## src/rtl/lut_client_arbiter_pkg.sv

```systemverilog
// Shared definitions for the LUT client arbiter: handle codes, FSM encodings
// and the round-robin pointer helper.
package lut_client_arbiter_pkg;

   localparam int LUT_HANDLE_WIDTH = 2;

   localparam logic [LUT_HANDLE_WIDTH-1:0] LUT_HANDLE_SIN  = 2'd0;
   localparam logic [LUT_HANDLE_WIDTH-1:0] LUT_HANDLE_TANH = 2'd1;

   typedef enum logic [2:0] {
      LUT_ARB_STATE_IDLE     = 3'd0,
      LUT_ARB_STATE_ISSUE    = 3'd1,
      LUT_ARB_STATE_WAIT     = 3'd2,
      LUT_ARB_STATE_RESP_OK  = 3'd3,
      LUT_ARB_STATE_RESP_ERR = 3'd4,
      LUT_ARB_STATE_FLT      = 3'd5
   } lut_arb_state_e;

   // Pointer value that follows a grant to idx among n clients.
   function automatic int rr_next(input int idx, input int n);
      return (idx + 1 >= n) ? 0 : idx + 1;
   endfunction

endpackage

```

## src/rtl/lut_client_arbiter_rr_arbiter.sv

```systemverilog
// Combinational round-robin priority search: the first set request bit at or
// above ptr, wrapping around, is granted.
module rr_arbiter #(
   parameter int n  = 4,
   parameter int iw = 2
) (
   input  logic [n-1:0]  req,
   input  logic [iw-1:0] ptr,
   output logic [iw-1:0] grant_idx,
   output logic          any
);

   logic [iw-1:0] cand_s [n];

   // Candidate index for each search step, wrapped into 0..n-1.
   always_comb begin
      for (int k = 0; k < n; k++) begin
         cand_s[k] = (int'(ptr) + k >= n) ? iw'(int'(ptr) + k - n) : iw'(int'(ptr) + k);
      end
   end

   // First requester found along the search order wins.
   always_comb begin
      grant_idx = {iw{1'b0}};
      any       = 1'b0;
      for (int k = 0; k < n; k++) begin
         grant_idx = (!any && req[cand_s[k]]) ? cand_s[k] : grant_idx;
         any       = any | req[cand_s[k]];
      end
   end

endmodule

```

## src/rtl/lut_client_arbiter.sv

```systemverilog
// Initiator-side front end for the shared LUT responder: round-robin arbitration
// of client lookups, result routing back to the issuer, fault/timeout reporting.
module lut_client_arbiter
   import lut_client_arbiter_pkg::*;
#(
   parameter int data_width     = 16,
   parameter int n_clients      = 4,
   parameter int timeout_cycles = 64
) (
   input  logic                                  clk,
   input  logic                                  reset,
   input  logic [n_clients-1:0]                  cl_req,
   input  logic [n_clients*LUT_HANDLE_WIDTH-1:0] cl_handle,
   input  logic [n_clients*data_width-1:0]       cl_arg,
   output logic [data_width-1:0]                 cl_data,
   output logic [n_clients-1:0]                  cl_valid,
   output logic [n_clients-1:0]                  cl_error,
   output logic                                  fault,
   output logic                                  lut_req,
   output logic [LUT_HANDLE_WIDTH-1:0]           lut_handle,
   output logic [data_width-1:0]                 lut_arg,
   input  logic [data_width-1:0]                 lut_data,
   input  logic                                  lut_valid,
   input  logic                                  lut_invalid
);

   localparam int iw = (n_clients > 1) ? $clog2(n_clients) : 1;
   localparam int cw = (timeout_cycles > 1) ? $clog2(timeout_cycles) : 1;
   localparam logic [cw-1:0] cnt_last = cw'(timeout_cycles - 1);

   lut_arb_state_e              state_q, state_d;
   logic [iw-1:0]               ptr_q, ptr_d;
   logic [iw-1:0]               grant_q, grant_d;
   logic [cw-1:0]               cnt_q, cnt_d;
   logic                        fault_q, fault_d;
   logic                        lut_req_q, lut_req_d;
   logic [LUT_HANDLE_WIDTH-1:0] lut_handle_q, lut_handle_d;
   logic [data_width-1:0]       lut_arg_q, lut_arg_d;
   logic [data_width-1:0]       cl_data_q, cl_data_d;
   logic [n_clients-1:0]        cl_valid_q, cl_valid_d;
   logic [n_clients-1:0]        cl_error_q, cl_error_d;

   logic [iw-1:0]               arb_idx_s;
   logic                        arb_any_s;
   logic [n_clients-1:0]        arb_oh_s;
   logic [n_clients-1:0]        grant_oh_s;
   logic [LUT_HANDLE_WIDTH-1:0] sel_handle_s;
   logic [data_width-1:0]       sel_arg_s;

   rr_arbiter #(
      .n  (n_clients),
      .iw (iw)
   ) u_rr (
      .req       (cl_req),
      .ptr       (ptr_q),
      .grant_idx (arb_idx_s),
      .any       (arb_any_s)
   );

   // One-hot masks for the arbiter winner and the in-flight grantee.
   always_comb begin
      arb_oh_s   = {{(n_clients-1){1'b0}}, 1'b1} << arb_idx_s;
      grant_oh_s = {{(n_clients-1){1'b0}}, 1'b1} << grant_q;
   end

   // Pick the winning client's handle and argument out of the packed buses.
   always_comb begin
      sel_handle_s = {LUT_HANDLE_WIDTH{1'b0}};
      sel_arg_s    = {data_width{1'b0}};
      for (int i = 0; i < n_clients; i++) begin
         sel_handle_s = (arb_idx_s == iw'(i)) ? cl_handle[i*LUT_HANDLE_WIDTH +: LUT_HANDLE_WIDTH] : sel_handle_s;
         sel_arg_s    = (arb_idx_s == iw'(i)) ? cl_arg[i*data_width +: data_width] : sel_arg_s;
      end
   end

   // Next-state and next-output logic of the transaction sequencer.
   always_comb begin
      state_d      = state_q;
      ptr_d        = ptr_q;
      grant_d      = grant_q;
      cnt_d        = cnt_q;
      fault_d      = fault_q | lut_invalid;
      lut_req_d    = 1'b0;
      lut_handle_d = lut_handle_q;
      lut_arg_d    = lut_arg_q;
      cl_data_d    = cl_data_q;
      cl_valid_d   = {n_clients{1'b0}};
      cl_error_d   = {n_clients{1'b0}};
      case (state_q)
         LUT_ARB_STATE_IDLE: begin
            if (fault_q) begin
               state_d = LUT_ARB_STATE_FLT;
            end else if (arb_any_s) begin
               grant_d      = arb_idx_s;
               ptr_d        = iw'(rr_next(int'(arb_idx_s), n_clients));
               lut_handle_d = sel_handle_s;
               lut_arg_d    = sel_arg_s;
               lut_req_d    = 1'b1;
               state_d      = LUT_ARB_STATE_ISSUE;
            end else begin
               state_d = LUT_ARB_STATE_IDLE;
            end
         end
         LUT_ARB_STATE_ISSUE: begin
            cnt_d   = {cw{1'b0}};
            state_d = LUT_ARB_STATE_WAIT;
         end
         LUT_ARB_STATE_WAIT: begin
            // A result beats a simultaneous invalid flag; the fault still latches.
            if (lut_valid) begin
               cl_data_d  = lut_data;
               cl_valid_d = grant_oh_s;
               state_d    = LUT_ARB_STATE_RESP_OK;
            end else if (lut_invalid) begin
               cl_error_d = grant_oh_s;
               state_d    = LUT_ARB_STATE_RESP_ERR;
            end else if (cnt_q == cnt_last) begin
               fault_d    = 1'b1;
               cl_error_d = grant_oh_s;
               state_d    = LUT_ARB_STATE_RESP_ERR;
            end else begin
               cnt_d = cnt_q + cw'(1);
            end
         end
         LUT_ARB_STATE_RESP_OK: begin
            state_d = LUT_ARB_STATE_IDLE;
         end
         LUT_ARB_STATE_RESP_ERR: begin
            state_d = LUT_ARB_STATE_IDLE;
         end
         LUT_ARB_STATE_FLT: begin
            // Skip a cycle after each strobe so the served client can drop cl_req.
            if ((cl_error_q == {n_clients{1'b0}}) && arb_any_s) begin
               grant_d    = arb_idx_s;
               ptr_d      = iw'(rr_next(int'(arb_idx_s), n_clients));
               cl_error_d = arb_oh_s;
            end else begin
               state_d = LUT_ARB_STATE_FLT;
            end
         end
         default: begin
            state_d = LUT_ARB_STATE_IDLE;
         end
      endcase
   end

   // State and output registers; every output comes straight from a flop.
   always_ff @(posedge clk or negedge reset) begin
      if (!reset) begin
         state_q      <= LUT_ARB_STATE_IDLE;
         ptr_q        <= {iw{1'b0}};
         grant_q      <= {iw{1'b0}};
         cnt_q        <= {cw{1'b0}};
         fault_q      <= 1'b0;
         lut_req_q    <= 1'b0;
         lut_handle_q <= {LUT_HANDLE_WIDTH{1'b0}};
         lut_arg_q    <= {data_width{1'b0}};
         cl_data_q    <= {data_width{1'b0}};
         cl_valid_q   <= {n_clients{1'b0}};
         cl_error_q   <= {n_clients{1'b0}};
      end else begin
         state_q      <= state_d;
         ptr_q        <= ptr_d;
         grant_q      <= grant_d;
         cnt_q        <= cnt_d;
         fault_q      <= fault_d;
         lut_req_q    <= lut_req_d;
         lut_handle_q <= lut_handle_d;
         lut_arg_q    <= lut_arg_d;
         cl_data_q    <= cl_data_d;
         cl_valid_q   <= cl_valid_d;
         cl_error_q   <= cl_error_d;
      end
   end

   assign cl_data    = cl_data_q;
   assign cl_valid   = cl_valid_q;
   assign cl_error   = cl_error_q;
   assign fault      = fault_q;
   assign lut_req    = lut_req_q;
   assign lut_handle = lut_handle_q;
   assign lut_arg    = lut_arg_q;

endmodule

```

## config.mk

```make
export PLATFORM = sky130hd
export DESIGN_NAME = lut_client_arbiter
export DESIGN_NICKNAME = d
export VERILOG_FILES = /design/src/rtl/lut_client_arbiter_pkg.sv /design/src/rtl/lut_client_arbiter_rr_arbiter.sv /design/src/rtl/lut_client_arbiter.sv
export SDC_FILE = /design/constraint.sdc
export NUM_CORES = 1
export LEC_CHECK = 0
export BUFFER_PORTS_ARGS = -buffer_cell sky130_fd_sc_hd__buf_2
export CORE_MARGIN = 10
export CORE_UTILIZATION = 50
export CTS_CLUSTER_SIZE = 16
export DETAILED_ROUTE_END_ITERATION = 10
export GPL_ROUTABILITY_DRIVEN = 0
export GPL_TIMING_DRIVEN = 0
export HOLD_SLACK_MARGIN = 0.03
export PLACE_DENSITY = 0.88
export SYNTH_ARGS = -nofsm -noshare
export SYNTH_HDL_FRONTEND = slang
export SYNTH_SLANG_ARGS = --single-unit
```

## constraint.sdc

```tcl
create_clock -name clk -period 4.9 [get_ports clk]
set_input_delay 0.49 -clock clk [delete_from_list [all_inputs] [get_ports clk]]
set_output_delay 0.49 -clock clk [all_outputs]
set_load 0.02 [all_outputs]
```

==> out/results.txt <==
status: finished, final reports clean
clock root cell: clkbuf_8
hold_ws: 0.2086 ns
IO buf count: 139
Max Cap Violations: 0
# clock sinks: 57
post-synthesis sequential area ratio: 48.24%
post-route cell area: 0.003976 sq mm
DR WL/cell: 17.65 microns
worst endpoint required time: 5.11 ns
reg2reg path depth: 11
VDD IR max: 0.0003219 V
# rows: 27
TNS Setup: 0 ns
Slew Limit Fails: 0
vias in the first global route: 3143
final hold viol count: 0
Unique masters post-synth: 45
combinational fraction of design power: 42.4%
Core Area: 0.005608 sq mm
post-CTS setup buffers: 0
Synth Area per Inst: 9.097 sq um
first-pass GRT wire length: 16000 microns
Synth Cell Area: 0.002957 sq mm
post_cts resized: 0
unrepaired setup endpoints after global routing: no
Setup Skew: 0.007713 ns
critical path endpoint category: register
DR vias: 3060
Area Growth Syn to Fin: 34.49%
number of synthesized flops with an enable pin: 0
DP Wirelength: 7525 microns
Initial Utilization: 52.72%
clock power share: 24.8%
final setup violation count: 0
Via density: 5.554
Post-Syn Instances: 325
CTS H-tree depth: 3
Total GRT Usage: 20.34%
DIE WIDTH: 96.90 microns
Routed Wire Length: 9727 microns
Hold Path Class: in -> async
CTS tree: yes
path type of the worst setup path: reg -> reg
Pleak: 2.101 nW
Synth top area share: 48.24%
Yosys warnings: 0
fmax: 354.9 MHz
slew of the pin with the lowest slew margin: 0.7035 ns
Synth Flop Type: dfrtp_1
FF-to-FF End: lut_arg[14]
full die area: 0.009389 sq mm
syn nets: 426
Sw Share: 39.44%
largest area contributor in the netlist: dfrtp_1
fin crit share: 57.51%
router iterations before antenna repair: 5
Arr. time, crit path: 3.03 ns
boundary pin count: 140
Internal: 1.273 mW
Clk Latency, worst-skew pair: 0.33 ns
placed instance area: 0.003742 sq mm
Iter 0 DRT Violations: 193
Cell Pwr Density: 528.8 mW/mm^2
initial antenna violation count: 0
post-route ant nets: 0
sequential share of power: 32.8%
Post-synth ARST share: 100.0%
Die Y: 96.90 microns
dpl cells: 536
Final Non-Filler Cells: 551
largest net degree at the start of global routing: 58
min cycle time layout: 2.818 ns
Remaining Overflow, GRT: 0
top post-synthesis cells by area: dfrtp_1 48%, nand2_1 9.3%, a211o_1 5.0%, a221oi_1 5.0%, a31oi_1 3.8%
clock buffer depth: 2
share of post-route cells with drive strength above 1: 35.28%
Setup crit start kind: register
DRC violation count after routing: 0
flop-to-flop setup slack: 2.08 ns
net switching power figure: 0.8293 mW
clock-pin transition on the worst setup and hold timing paths: 0.06 ns
worst rel slew slack: 53.10%
#FFs+latches synth: 57
Num CTS Buffers: 9
Max Fanout on Critical Path: 10
nets: 576
Hold Buf Count CTS: 0
RR Startpoint: ptr_q[1]
# diodes: 0
placed cells by master (no fill, tap or decap), types with 2 or more instances in the layout:
cell type / n
clkinv_2: 2
and3_1: 3
mux2i_1: 4
a221oi_1: 17
mux2_2: 2
nor3_1: 5
nand3_1: 5
a21oi_1: 9
nor2b_1: 2
nor2_1: 23
dfrtp_1: 57
buf_2: 143
nand2b_1: 3
clkbuf_1: 12
nand2_1: 73
or4b_1: 2
ha_1: 5
a32o_1: 4
bufinv_16: 3
o21ai_0: 7
inv_1: 26
buf_4: 3
nand4_1: 2
a31oi_1: 18
clkbuf_8: 9
a211o_1: 17
cell type report:
type / count / area, sq um
clock buffer: 9 / 123.9
multi-input combinational: 222 / 1344
timing repair buffer: 139 / 698.2
tap: 72 / 90.09
inverter: 26 / 97.59
fill: 443 / 1632
sequential: 57 / 1426
buffer: 20 / 88.84
clock inverter: 6 / 107.6
Yosys cell counts (5+ instances only):
master / instances
nand2_1: 73
ha_1: 5
a211o_1: 17
inv_1: 26
nor2_1: 23
nand3_1: 5
clkbuf_1: 12
buf_2: 5
nor3_1: 5
a31oi_1: 18
a21oi_1: 9
dfrtp_1: 57
a221oi_1: 17
o21ai_0: 7
how the worst max path moves through the flow:
stage          startpoint     endpoint  slack, ns  cells past startpoint
2_1_floorplan   cl_req[2]   lut_arg[1]       2.58                     11
3_3_place_gp    cl_req[2]   lut_arg[7]       2.12                     12
3_5_place_dp    cl_req[2]   lut_arg[7]       2.01                     12
4_1_cts          ptr_q[1]   lut_arg[7]       2.11                     11
5_1_grt          ptr_q[1]  lut_arg[14]       1.80                     11
6_report         ptr_q[1]  lut_arg[14]       2.08                     11
sequential cells by signal, indices dropped and copies added (netlist names):
register    flops
lut_handle      2
cl_error        4
lut_req         1
ptr_q           2
state_q         3
cl_valid        4
grant_q         2
cl_data        16
fault           1
cnt_q           6
lut_arg        16
per-layer routing:
metal	track usage (%)	vias to the layer above	share of wire [%]
met2	34.20	149	50
met5	0	-	0
li1	-	1457	-
met3	6.955	10	8.0
met1	24.07	1444	41
met4	5.524	0	1.3
power groups by stage:
stage / sequential [mW] / clock (mW) / combinational (mW)
2_1_floorplan: 0.801 / 0 / 0.481
3_3_place_gp: 0.685 / 0 / 0.858
3_5_place_dp: 0.691 / 0 / 0.893
4_1_cts: 0.687 / 0.527 / 0.895
5_1_grt: 0.707 / 0.555 / 0.988
6_report: 0.689 / 0.522 / 0.891
critical path: stages (launching register included):
cell	delay, ns
dfrtp_1	0.44
mux2i_1	0.22
nor2_1	0.06
nor3_1	0.47
inv_1	0.17
ha_1	0.24
clkbuf_1	0.26
buf_1	0.31
a21oi_1	0.16
o21ai_0	0.11
a22oi_1	0.17
a21oi_1	0.10
kinds of logic (layout without fill, tap and decap cells):
family / Yosys count / after routing / share of synthesized area (%)
AOI/OAI and AO/OA: 82 / 82 / 20.74
buffers and inverters: 46 / 200 / 6.305
muxes: 6 / 6 / 2.116
DFF: 57 / 57 / 48.24
adders and majority gates: 5 / 5 / 2.116
and+or+nand+nor: 129 / 129 / 20.48
through the flow:
step	setup WS (ns)	util, %	power [mW]
final	2.082	70.91	2.103
after global placement	2.122	66.73	1.544
after global routing	1.798	70.91	2.250
after CTS	2.115	70.86	2.109
after detailed placement	2.013	66.73	1.584
after floorplan	2.576	-	1.283
Power figures use the tool's default switching activity.
